**src/rtl/fifo_write_arbiter.sv**
```systemverilog
// Round-robin arbiter that shares one fifo write port between NREQ requesters.
// A grant lasts for at most BURSTLEN accepted words. While the fifo is full
// the grant stalls and keeps its place. Each word is consumed exactly once,
// in a cycle where signal_write is high.
module fifo_write_arbiter #(
    parameter int WORDSIZE = 8,
    parameter int NREQ     = 4,
    parameter int BURSTLEN = 4
) (
    input  logic                     wclk,
    input  logic                     rst,
    input  logic [NREQ-1:0]          req,
    input  logic [NREQ*WORDSIZE-1:0] req_data,
    input  logic                     full,
    output logic [NREQ-1:0]          grant,
    output logic [WORDSIZE-1:0]      write_data,
    output logic                     signal_write,
    output logic [$clog2(NREQ)-1:0]  owner
);

    localparam int OW = $clog2(NREQ);
    localparam int BW = $clog2(BURSTLEN) + 1;
    localparam logic [BW-1:0] BCNT_LAST = BW'(BURSTLEN - 1);
    localparam logic [OW-1:0] LAST_RST  = OW'(NREQ - 1);

    typedef enum logic {IDLE, GRANT} state_t;

    state_t          state;
    logic [OW-1:0]   last;
    logic [BW-1:0]   bcnt;

    logic            accept;
    logic            exhausted;
    logic            release_now;
    logic [NREQ-1:0] cand;
    logic [OW-1:0]   search_after;
    logic [OW-1:0]   next_owner;

    // Returns the first index after 'after' (wrapping mod NREQ) whose bit is
    // set in c. The scan runs from the farthest candidate down to the nearest,
    // so the nearest one is written last and wins. NREQ need not be a power of 2.
    function automatic logic [OW-1:0] pick(input logic [NREQ-1:0] c,
                                           input logic [OW-1:0]   after);
        logic [OW-1:0] r;
        int            idx;
        r = '0;
        for (int k = NREQ; k >= 1; k--) begin
            idx = (int'(after) + k) % NREQ;
            if (c[idx]) r = OW'(idx);
        end
        return r;
    endfunction

    // Accept, release and next-owner decode for the current cycle.
    // NOTE: every signal written here gets a default first, so no latch is inferred.
    always_comb begin
        accept       = (state == GRANT) && req[owner] && !full;
        exhausted    = accept && (bcnt == BCNT_LAST);
        release_now  = (state == GRANT) && (exhausted || !req[owner]);
        cand         = req;
        if (exhausted) cand[owner] = 1'b0;
        // The search starts after the owner being released, or after 'last' when idle.
        search_after = (state == GRANT) ? owner : last;
        next_owner   = pick(cand, search_after);
    end

    // Write-port outputs are driven only in GRANT; otherwise they are zero.
    always_comb begin
        signal_write = accept;
        write_data   = '0;
        if (state == GRANT) write_data = req_data[owner*WORDSIZE +: WORDSIZE];
    end

    // Arbitration state: grant, owner, round-robin pointer and burst count.
    // NOTE: sequential state uses non-blocking assignments, so every register samples pre-edge values.
    always_ff @(posedge wclk) begin
        if (rst) begin
            state <= IDLE;
            grant <= '0;
            owner <= '0;
            last  <= LAST_RST;
            bcnt  <= '0;
        end else begin
            case (state)
                IDLE: begin
                    if (|req) begin
                        state <= GRANT;
                        owner <= next_owner;
                        grant <= NREQ'(1) << next_owner;
                        bcnt  <= '0;
                    end
                end
                GRANT: begin
                    if (release_now) begin
                        last <= owner;
                        bcnt <= '0;
                        if (|cand) begin
                            owner <= next_owner;
                            grant <= NREQ'(1) << next_owner;
                        end else begin
                            state <= IDLE;
                            grant <= '0;
                        end
                    end else if (accept) begin
                        bcnt <= bcnt + 1'b1;
                    end
                    // When req[owner] is high and full is high, everything holds.
                end
                default: begin
                    state <= IDLE;
                    grant <= '0;
                end
            endcase
        end
    end

endmodule

```
**config.mk**
```make
export PLATFORM = sky130hd
export DESIGN_NAME = fifo_write_arbiter
export DESIGN_NICKNAME = d
export VERILOG_FILES = /design/src/rtl/fifo_write_arbiter.sv
export SDC_FILE = /design/constraint.sdc
export NUM_CORES = 1
export LEC_CHECK = 0
export BUFFER_PORTS_ARGS = -buffer_cell sky130_fd_sc_hd__buf_4
export CORE_ASPECT_RATIO = 0.6
export CORE_MARGIN = 4
export CORE_UTILIZATION = 30
export DETAILED_ROUTE_END_ITERATION = 8
export GPL_ROUTABILITY_DRIVEN = 0
export SYNTH_ARGS = -nofsm -noshare
export SYNTH_HDL_FRONTEND = slang
export SYNTH_SLANG_ARGS = --single-unit
```
**constraint.sdc**
```tcl
create_clock -name wclk -period 4.9 [get_ports wclk]
set_clock_uncertainty 0.15 [all_clocks]
set_input_delay 0.49 -clock wclk [delete_from_list [all_inputs] [get_ports wclk]]
set_output_delay 0.49 -clock wclk [all_outputs]
set_load 0.02 [all_outputs]
```
==> impl_metrics.ini <==
[run_status]
status = complete, no violations

[setup_path]
crit_slowest_cell = dfxtp_1
critPathArrivalTime_ns = 2.66
path_class = register to register
cp.buffers_inverters = 0
cp.required_ns = 4.91
slowest_delay_ns = 0.80
worstPathCellList = mux4_2 -> and2_4 -> a21o_1 -> nor4_4 -> nand2b_1 -> a21oi_1
path_max_fanout = 15
crit_path_start_kind = register
cp-end-kind = register
crit_family = flip-flops

[final_layout]
diodes = 0
area_growth_pct = 46.46
drive_above_1_share_pct = 42.86
final_nets = 204
fillCellCount = 290
final_common_cell = buf_4
layout_common_cells = buf_4, dfxtp_1, nor2_1
finalCoreUtilization_pct = 48.33

[power]
p_int_uw = 250.6
p_per_area_nw_per_um2 = 255.8
power_frac_seq_pct = 34.7
ir_worst_vdd_mv = 0.1529
clockPowerShare_pct = 22.9
swShare_pct = 32.51
p_leak_nw = 0.6375
p_comb_share_pct = 42.4
p_sw_uw = 120.7

[clock_network]
path_clk_slew_ns = 0.05
clkSinkCount = 12
cts_tree = yes
cts_setup_buffers = 0
clk_path_buf_depth = 2
insertion_delay_ns = 0.23
ctsResizeCount = 0
cts_buffers = 3
cts_hold_buffers = 0
clock-root-buffer = clkbuf_8
h-tree-depth = 1

[synthesis]
ys_warn_count = 0
ys_seq_area_share_pct = 24.24
synth_top_family_by_area = simple AND/OR/NAND/NOR gates
synth_compound_area_share_pct = 16.29
syn_area_per_cell_um2 = 8.927
synth_edf_count = 0
synth_xor_area_share_pct = 0
syn_nets = 152
synth-async-reset-ratio_pct = 0
synth_fa_ha_area_share_pct = 2.525
synth_flop_cell = dfxtp_1
synth_mux_area_share_pct = 25.76
synth-seq-cells = 12
synthSimpleGateAreaFrac_pct = 25.76
syn_inst = 111
netlist_area_um2 = 991.0
synth_cell_types = 34

[timing]
slew_violations = 0
fmax_ghz = 0.3780
rsz0062_at_grt = false
tns_ns = 0
worst_pin_slew_ns = 0.7594
finalHoldViolCount = 0
relSlewSlack_pct = 49.31
fin_crit_ns = 2.645
whs_ns = 0.3047
period_share_pct = 53.98
setup_violations = 0

[placement]
portBuffers = 53
dp_hpwl_um = 2274

[grt]
grt_pass1_vias = 964
grt.overflow.total = 0
grt_first_pass_wirelength_um = 4367
grt_usage_pct = 12.89
antenna_found_initial = 0
grt_max_degree = 22

[floorplan]
boundaryPins = 54
core_um2 = 3003
die_width_um = 82.20
die_area_um2 = 4317
die_h_um = 52.52
row_count = 15
start_util_pct = 33.00

[hold_path]
hold_path_class = register to register

[route]
viasPerCell = 4.926
drt-pass1-iter-count = 4
drc = 0
drtIter0Drc = 56
wl_per_cell_um = 13.59
postRouteAntennaNets = 0
routed_wl_um = 2759
vias = 1000

[run]
cap_viol_max_count = 0
## through the flow
step | cell area (um^2) | power (mW) | std cells | setup WS [ns]
6_report | 1451 | 0.3713 | 203 | 2.255
5_1_grt | 1451 | 0.4005 | 203 | 2.004
4_1_cts | 1451 | 0.3758 | 203 | 2.229
3_5_place_dp | 1410 | 0.2890 | 200 | 2.248
3_3_place_gp | 1410 | 0.2875 | 200 | 2.337
2_1_floorplan | 991.0 | 0.2281 | 111 | 2.475
## state kept, by name (all words and copies together), names as in the netlist
signal  cells
bcnt        3
grant       4
owner       2
state       1
last        2
## worst min-delay path, delay by kind of cell (launching register included)
| kind | cells | cell delay, ns |
|---|---|---|
| flops | 1 | 0.30 |
| simple gates | 1 | 0.05 |
| compound gates | 1 | 0.05 |
## synth_stat cells, types with 2 or more instances
| library cell | count | area, um^2 |
|---|---|---|
| o21ai_0 | 5 | 25.02 |
| dfxtp_1 | 12 | 240.2 |
| mux4_2 | 9 | 202.7 |
| mux2i_1 | 3 | 30.03 |
| a22oi_1 | 3 | 22.52 |
| mux2_2 | 2 | 22.52 |
| a21o_1 | 2 | 15.01 |
| nor3_1 | 6 | 30.03 |
| nand2b_1 | 3 | 18.77 |
| ha_1 | 2 | 25.02 |
| o221ai_1 | 2 | 17.52 |
| inv_1 | 6 | 22.52 |
| buf_1 | 3 | 11.26 |
| nor2_1 | 11 | 41.29 |
| and2_1 | 10 | 62.56 |
| nand2_1 | 9 | 33.78 |
| a21oi_1 | 6 | 30.03 |
## logic make-up after synthesis
kind of cell	Yosys count
flops	12
buf+inv	12
compound gates	25
mux	14
simple gates	46
fa+ha+maj	2
## metal layers
metal | GRT usage, % | wire length [um] | up-vias | part of all wire, %
li1 | - | - | 511 | -
met1 | 17.32 | 1223 | 439 | 44
met2 | 20.35 | 1192 | 50 | 43
met3 | 4.811 | 343 | 0 | 12
met4 | 1.105 | 0 | 0 | 0
met5 | 0 | 0 | - | 0
## final timing paths
check,cells past startpoint,slack [ns],startpoint,end
hold / removal,2,0.30,grant[2],grant[2]
setup reg to reg,6,2.25,owner[0],grant[2]
hold reg to reg,2,0.30,grant[2],grant[2]
setup / recovery,6,2.25,owner[0],grant[2]
## cell type report
type,count,area (um^2),area share [%]
Clock buffer,3,41.29,2.845
Inverter,6,22.52,1.552
Multi-Input combinational cell,87,696.9,48.02
Sequential cell,12,240.2,16.55
Tap cell,42,52.55,3.621
Timing Repair Buffer,53,397.9,27.41
## power by group through the flow
stage	combinational (mW)	clock (mW)	sequential, mW
after floorplan	0.105	0	0.123
after global placement	0.157	0	0.130
after detailed placement	0.158	0	0.131
after CTS	0.158	0.0880	0.129
after global routing	0.172	0.0963	0.132
final	0.158	0.0850	0.129
No activity file was read; power rests on OpenSTA's default activity.
